### src/rtl/sevenseg_scan.sv
// Time-multiplexed 7-segment driver: per-digit hex/raw mode, PWM brightness,
// anti-ghost guard time and a double-buffered update applied at frame boundaries.
module sevenseg_scan #(
  parameter int DIGITS     = 3,
  parameter int CLK_DIV    = 1024,
  parameter int GUARD      = 16,
  parameter int BW_W       = 2,
  parameter int ACTIVE_LOW = 1
) (
  input  logic                  clk,
  input  logic                  rst,
  input  logic [8*DIGITS-1:0]   data,
  input  logic [DIGITS-1:0]     raw,
  input  logic [DIGITS-1:0]     blank,
  input  logic [BW_W-1:0]       bright,
  input  logic                  load,
  output logic [7:0]            seg,
  output logic [DIGITS-1:0]     an,
  output logic                  frame_start
);

  localparam int CW = $clog2(CLK_DIV);
  localparam int IW = (DIGITS > 1) ? $clog2(DIGITS) : 1;

  localparam logic [CW-1:0]     CNT_LAST = CW'(CLK_DIV - 1);
  localparam logic [IW-1:0]     IDX_LAST = IW'(DIGITS - 1);
  localparam logic [CW-1:0]     GUARD_C  = CW'(GUARD);
  localparam logic [7:0]        SEG_OFF  = (ACTIVE_LOW != 0) ? 8'hFF : 8'h00;
  localparam logic [DIGITS-1:0] AN_OFF   = (ACTIVE_LOW != 0) ? {DIGITS{1'b1}} : {DIGITS{1'b0}};

  if (DIGITS < 1 || DIGITS > 8) begin : g_chk_digits
    $error("sevenseg_scan: DIGITS must be 1..8");
  end
  if ((CLK_DIV & (CLK_DIV - 1)) != 0 || CLK_DIV < (1 << BW_W)) begin : g_chk_div
    $error("sevenseg_scan: CLK_DIV must be a power of two >= 2**BW_W");
  end
  if (GUARD >= CLK_DIV) begin : g_chk_guard
    $error("sevenseg_scan: GUARD must be < CLK_DIV");
  end

  logic [CW-1:0]     cnt;
  logic [IW-1:0]     idx;

  logic [7:0]        pend_data [DIGITS];
  logic [DIGITS-1:0] pend_raw;
  logic [DIGITS-1:0] pend_blank;
  logic [BW_W-1:0]   pend_bright;
  logic              pend_valid;

  logic [7:0]        disp_data [DIGITS];
  logic [DIGITS-1:0] disp_raw;
  logic [DIGITS-1:0] disp_blank;
  logic [BW_W-1:0]   disp_bright;

  logic              boundary;
  logic [BW_W-1:0]   phase;
  logic [7:0]        cur_byte;
  logic              lit;
  logic [7:0]        seg_val;
  logic [DIGITS-1:0] onehot;

  function automatic logic [6:0] hex_font(input logic [3:0] nib);
    logic [6:0] f;
    case (nib)
      4'h0: f = 7'h3F;
      4'h1: f = 7'h06;
      4'h2: f = 7'h5B;
      4'h3: f = 7'h4F;
      4'h4: f = 7'h66;
      4'h5: f = 7'h6D;
      4'h6: f = 7'h7D;
      4'h7: f = 7'h07;
      4'h8: f = 7'h7F;
      4'h9: f = 7'h6F;
      4'hA: f = 7'h77;
      4'hB: f = 7'h7C;
      4'hC: f = 7'h39;
      4'hD: f = 7'h5E;
      4'hE: f = 7'h79;
      default: f = 7'h71;
    endcase
    return f;
  endfunction

  always_comb begin
    boundary = (cnt == CNT_LAST) && (idx == IDX_LAST);
    phase    = cnt[CW-1 -: BW_W];
    cur_byte = disp_data[idx];
    lit      = (cnt >= GUARD_C) && (phase <= disp_bright) && !disp_blank[idx];
    seg_val  = disp_raw[idx] ? cur_byte : {cur_byte[7], hex_font(cur_byte[3:0])};
    onehot      = '0;
    onehot[idx] = 1'b1;
  end

  always_ff @(posedge clk or posedge rst) begin
    if (rst) begin
      cnt         <= '0;
      idx         <= '0;
      pend_raw    <= '0;
      pend_blank  <= '0;
      pend_bright <= '0;
      pend_valid  <= 1'b0;
      disp_raw    <= '0;
      disp_blank  <= '0;
      disp_bright <= '0;
      for (int unsigned i = 0; i < DIGITS; i++) begin
        pend_data[i] <= '0;
        disp_data[i] <= '0;
      end
      seg         <= SEG_OFF;
      an          <= AN_OFF;
      frame_start <= 1'b0;
    end else begin
      cnt <= cnt + 1'b1;
      if (cnt == CNT_LAST) begin
        idx <= (idx == IDX_LAST) ? '0 : idx + 1'b1;
      end

      // A load on the boundary edge refills pending after the old contents move out.
      frame_start <= boundary && pend_valid;
      if (boundary && pend_valid) begin
        disp_data   <= pend_data;
        disp_raw    <= pend_raw;
        disp_blank  <= pend_blank;
        disp_bright <= pend_bright;
        pend_valid  <= 1'b0;
      end
      if (load) begin
        for (int unsigned i = 0; i < DIGITS; i++) begin
          pend_data[i] <= data[8*i +: 8];
        end
        pend_raw    <= raw;
        pend_blank  <= blank;
        pend_bright <= bright;
        pend_valid  <= 1'b1;
      end

      if (lit) begin
        seg <= (ACTIVE_LOW != 0) ? ~seg_val : seg_val;
        an  <= (ACTIVE_LOW != 0) ? ~onehot  : onehot;
      end else begin
        seg <= SEG_OFF;
        an  <= AN_OFF;
      end
    end
  end

endmodule

### config.mk
export PLATFORM = sky130hd
export DESIGN_NAME = sevenseg_scan
export DESIGN_NICKNAME = d
export VERILOG_FILES = /design/src/rtl/sevenseg_scan.sv
export SDC_FILE = /design/constraint.sdc
export NUM_CORES = 1
export LEC_CHECK = 0
export ABC_CLOCK_PERIOD_IN_PS = 4600
export CAP_MARGIN = 0
export CORE_MARGIN = 8
export CORE_UTILIZATION = 55
export CTS_CLUSTER_SIZE = 10
export DETAILED_ROUTE_END_ITERATION = 10
export PLACE_DENSITY = 0.81
export SYNTH_ARGS = -nofsm -noshare
export SYNTH_HDL_FRONTEND = slang
export SYNTH_SLANG_ARGS = --single-unit
export TNS_END_PERCENT = 1
### constraint.sdc
create_clock -name clk -period 4.6 [get_ports clk]
set_clock_uncertainty 0.05 [all_clocks]
set_input_delay 0.92 -clock clk [delete_from_list [all_inputs] [get_ports clk]]
set_output_delay 0.92 -clock clk [all_outputs]
set_load 0.1 [all_outputs]
==> results.sh <==
export IMPL_htree_levels=3
export IMPL_grt_max_degree=55
export IMPL_yosysSeqAreaShare_pct=54.69
export IMPL_portBuffers=46
export IMPL_vias=2263
export IMPL_start_util_pct=56.49
export IMPL_num_antenna_cells=0
export IMPL_synth_cell_types=44
export IMPL_placed_area_um2=4548
export IMPL_die_area_um2=10470
export IMPL_cp_top_family="buffers and inverters"
export IMPL_avgSynthCellArea_um2=14.69
export IMPL_start_kind="register"
export IMPL_vias_per_cell=5.312
export IMPL_cts_resized=0
export IMPL_post_cts_buffers=0
export IMPL_period_share_pct=64.31
export IMPL_yosys_area_top_type="dfrtp_1"
export IMPL_clock_root_buffer="clkbuf_8"
export IMPL_overflow=0
export IMPL_drc=0
export IMPL_die_x_um=102.3
export IMPL_cts_tree="built"
export IMPL_synth_top_family_by_area="multiplexers"
export IMPL_drive_above_1_share_pct=32.42
export IMPL_nets=368
export IMPL_slowest_stage="clkdlybuf4s50_1"
export IMPL_multi_input_comb_area_um2=1680
export IMPL_clkSinkCount=89
export IMPL_grt_pass1_vias=2370
export IMPL_fin_setup_tns_ps=0
export IMPL_num_io_pins=47
export IMPL_status="finished, final reports clean"
export IMPL_cts_buffers=9
export IMPL_syn_inst=279
export IMPL_synth_edff_count=0
export IMPL_fmax_ghz=0.3380
export IMPL_gp_congestion=0.9123
export IMPL_dpl_hpwl_um=4893
export IMPL_cpPeakStageDelay_ps=1120
export IMPL_coreArea_um2=7253
export IMPL_synthAdderAreaFrac_pct=3.053
export IMPL_timing_critical_path_buf_inv=1
export IMPL_clkSlewWorstSetupHoldPaths_ps=80
export IMPL_synthTopCellsByArea="dfrtp_1, mux2_4, mux2_2, dfstp_2, mux2i_1"
export IMPL_finalSetupViolations=0
export IMPL_mostFrequentLayoutCell="dfrtp_1"
export IMPL_rsz0062_at_grt="false"
export IMPL_synth_xor_area_share_pct=1.924
export IMPL_antenna_found_initial=0
export IMPL_synth_area_mux_share_pct=24.24
export IMPL_maxCapViolations=0
export IMPL_holdWs_ps=441.3
export IMPL_holdBufCountCts=0
export IMPL_slew_limit_headroom_pct=35.14
export IMPL_synth_compound_area_share_pct=5.893
export IMPL_hold_path_class="reg -> reg"
export IMPL_routedWlPerCell_um=15.94
export IMPL_firstDrtPassIters=4
export IMPL_slew_violations=0
export IMPL_ys_ff_latch=89
export IMPL_seq_area_um2=2241
export IMPL_required_ps=3630
export IMPL_leakagePower_nw=2.060
export IMPL_worstSetupPathType="reg -> out"
export IMPL_final_cell_mix="dfrtp_1, clkdlybuf4s50_1, mux2_2"
export IMPL_areaGrowthSynthToFinish_pct=14.96
export IMPL_antenna_left=0
export IMPL_hold_viol=0
export IMPL_vdd_ir_drop_max_v=0.0001823
export IMPL_synth_simple_area_share_pct=5.893
export IMPL_async_flop_share_pct=100.0
export IMPL_ys_warn_count=0
export IMPL_layout_cells_non_filler=426
export IMPL_min_period_ps=2958
export IMPL_die_y_um=102.3
export IMPL_cp_data_arrival_time_ps=1990
export IMPL_worstPathMaxFanout=1
export IMPL_place_inst=411
export IMPL_drt_total_wl_um=6791
export IMPL_syn_num_nets=324
export IMPL_tightest_slew_ps=969.8
export IMPL_first_iter_violations=81
export IMPL_clk_latency_ps=350
export IMPL_pre_cts_ws_ps=1942
export IMPL_power_density_nw_per_um2=290.1
export IMPL_fin_area_um2=4711
export IMPL_netlist_area_um2=4098
export IMPL_crit_path_cell_trace="clkdlybuf4s50_1"
export IMPL_critPathCaptureType="output port"
export IMPL_grt_pass1_wl_um=11530
export IMPL_grt_use_total_pct=14.12
export IMPL_clk_path_buf_depth=2
export IMPL_rows=31
export IMPL_fill_cells=546
export IMPL_synth_top_area_share_pct=47.63
export IMPL_setup_ws_ps=1642
export IMPL_yosys_most_used_dff="dfrtp_1"
## synth_stat cells (2+ instances only)
library cell and number:
dfrtp_1 78, mux2_2 38, mux2_4 29, nand2_1 14, mux2i_1 13, dfstp_2 11, ha_1 10, inv_1 7
nor2_1 7, xnor2_1 7, o21ai_0 6, clkbuf_1 5, nand3_1 5, buf_12 4, a2bb2oi_2 3, buf_6 3
o211ai_1 3, a211oi_1 2, a21o_1 2, a21oi_1 2, a2bb2oi_1 2, buf_2 2, nand4_1 2, nor2b_1 2
o32a_1 2, xor2_1 2
## logic make-up (layout without fill, tap and decap cells)
family                   count (synthesis)  count (layout)
AO/OA/AOI/OAI                           28              28
buffers and inverters                   22              70
flip-flops                              89              89
AND/OR/NAND/NOR                         41              41
adder cells (fa/ha/maj)                 10              10
multiplexers                            80              80
XOR/XNOR                                 9               9
## worst paths after layout
path,endpoint,slack (ps),startpoint,depth (start not counted)
hold / removal,pend_valid,440,pend_valid,1
setup / recovery,an[1],1640,an[1],1
min in group asynchronous,cnt[6],1010,rst,2
setup reg to reg,seg[1],1920,idx[0],8
max in group asynchronous,seg[5],2520,rst,3
hold reg to reg,pend_valid,440,pend_valid,1
## layout make-up
| cell class | instances | share of cell area, % |
|---|---|---|
| Timing Repair Buffer | 48 | 10.09 |
| Clock inverter | 3 | 0.3718 |
| Clock buffer | 12 | 3.081 |
| Tap cell | 99 | 2.629 |
| Sequential cell | 89 | 47.57 |
| Inverter | 7 | 0.5843 |
| Multi-Input combinational cell | 168 | 35.67 |
## routing by layer
layer / vias to the layer above / wire length [µm] / track usage [%]
li1: 1073 / - / -
met1: 1124 / 3259 / 18.79
met2: 50 / 3119 / 21.44
met3: 16 / 253 / 2.520
met4: 0 / 159 / 7.562
met5: - / 0 / 0
## sequential cells by signal (all words and copies together), names as in the netlist
register / cells
an: 3
cnt: 10
disp_blank: 3
disp_bright: 2
disp_data: 24
disp_raw: 3
frame_start: 1
idx: 2
pend_blank: 3
pend_bright: 2
pend_data: 24
pend_raw: 3
pend_valid: 1
seg: 8
## through the flow
stage | total power [mW] | util [%]
floorplan | 0.8814 | -
CTS | 1.384 | 64.95
detailed placement | 0.9260 | 62.70
global route | 1.423 | 64.95
finish | 1.367 | 64.95
global placement | 0.9217 | 62.70
## power breakdown
part	switching (mW)	internal [mW]	leakage (nW)	total [mW]
logic	0.0302	0.0518	0.866	0.0820
clock network	0.252	0.207	0.0822	0.459
registers	0.0152	0.810	1.11	0.826
total	0.298	1.07	2.06	1.37
Note: power is estimated with default switching activity, not from simulation.
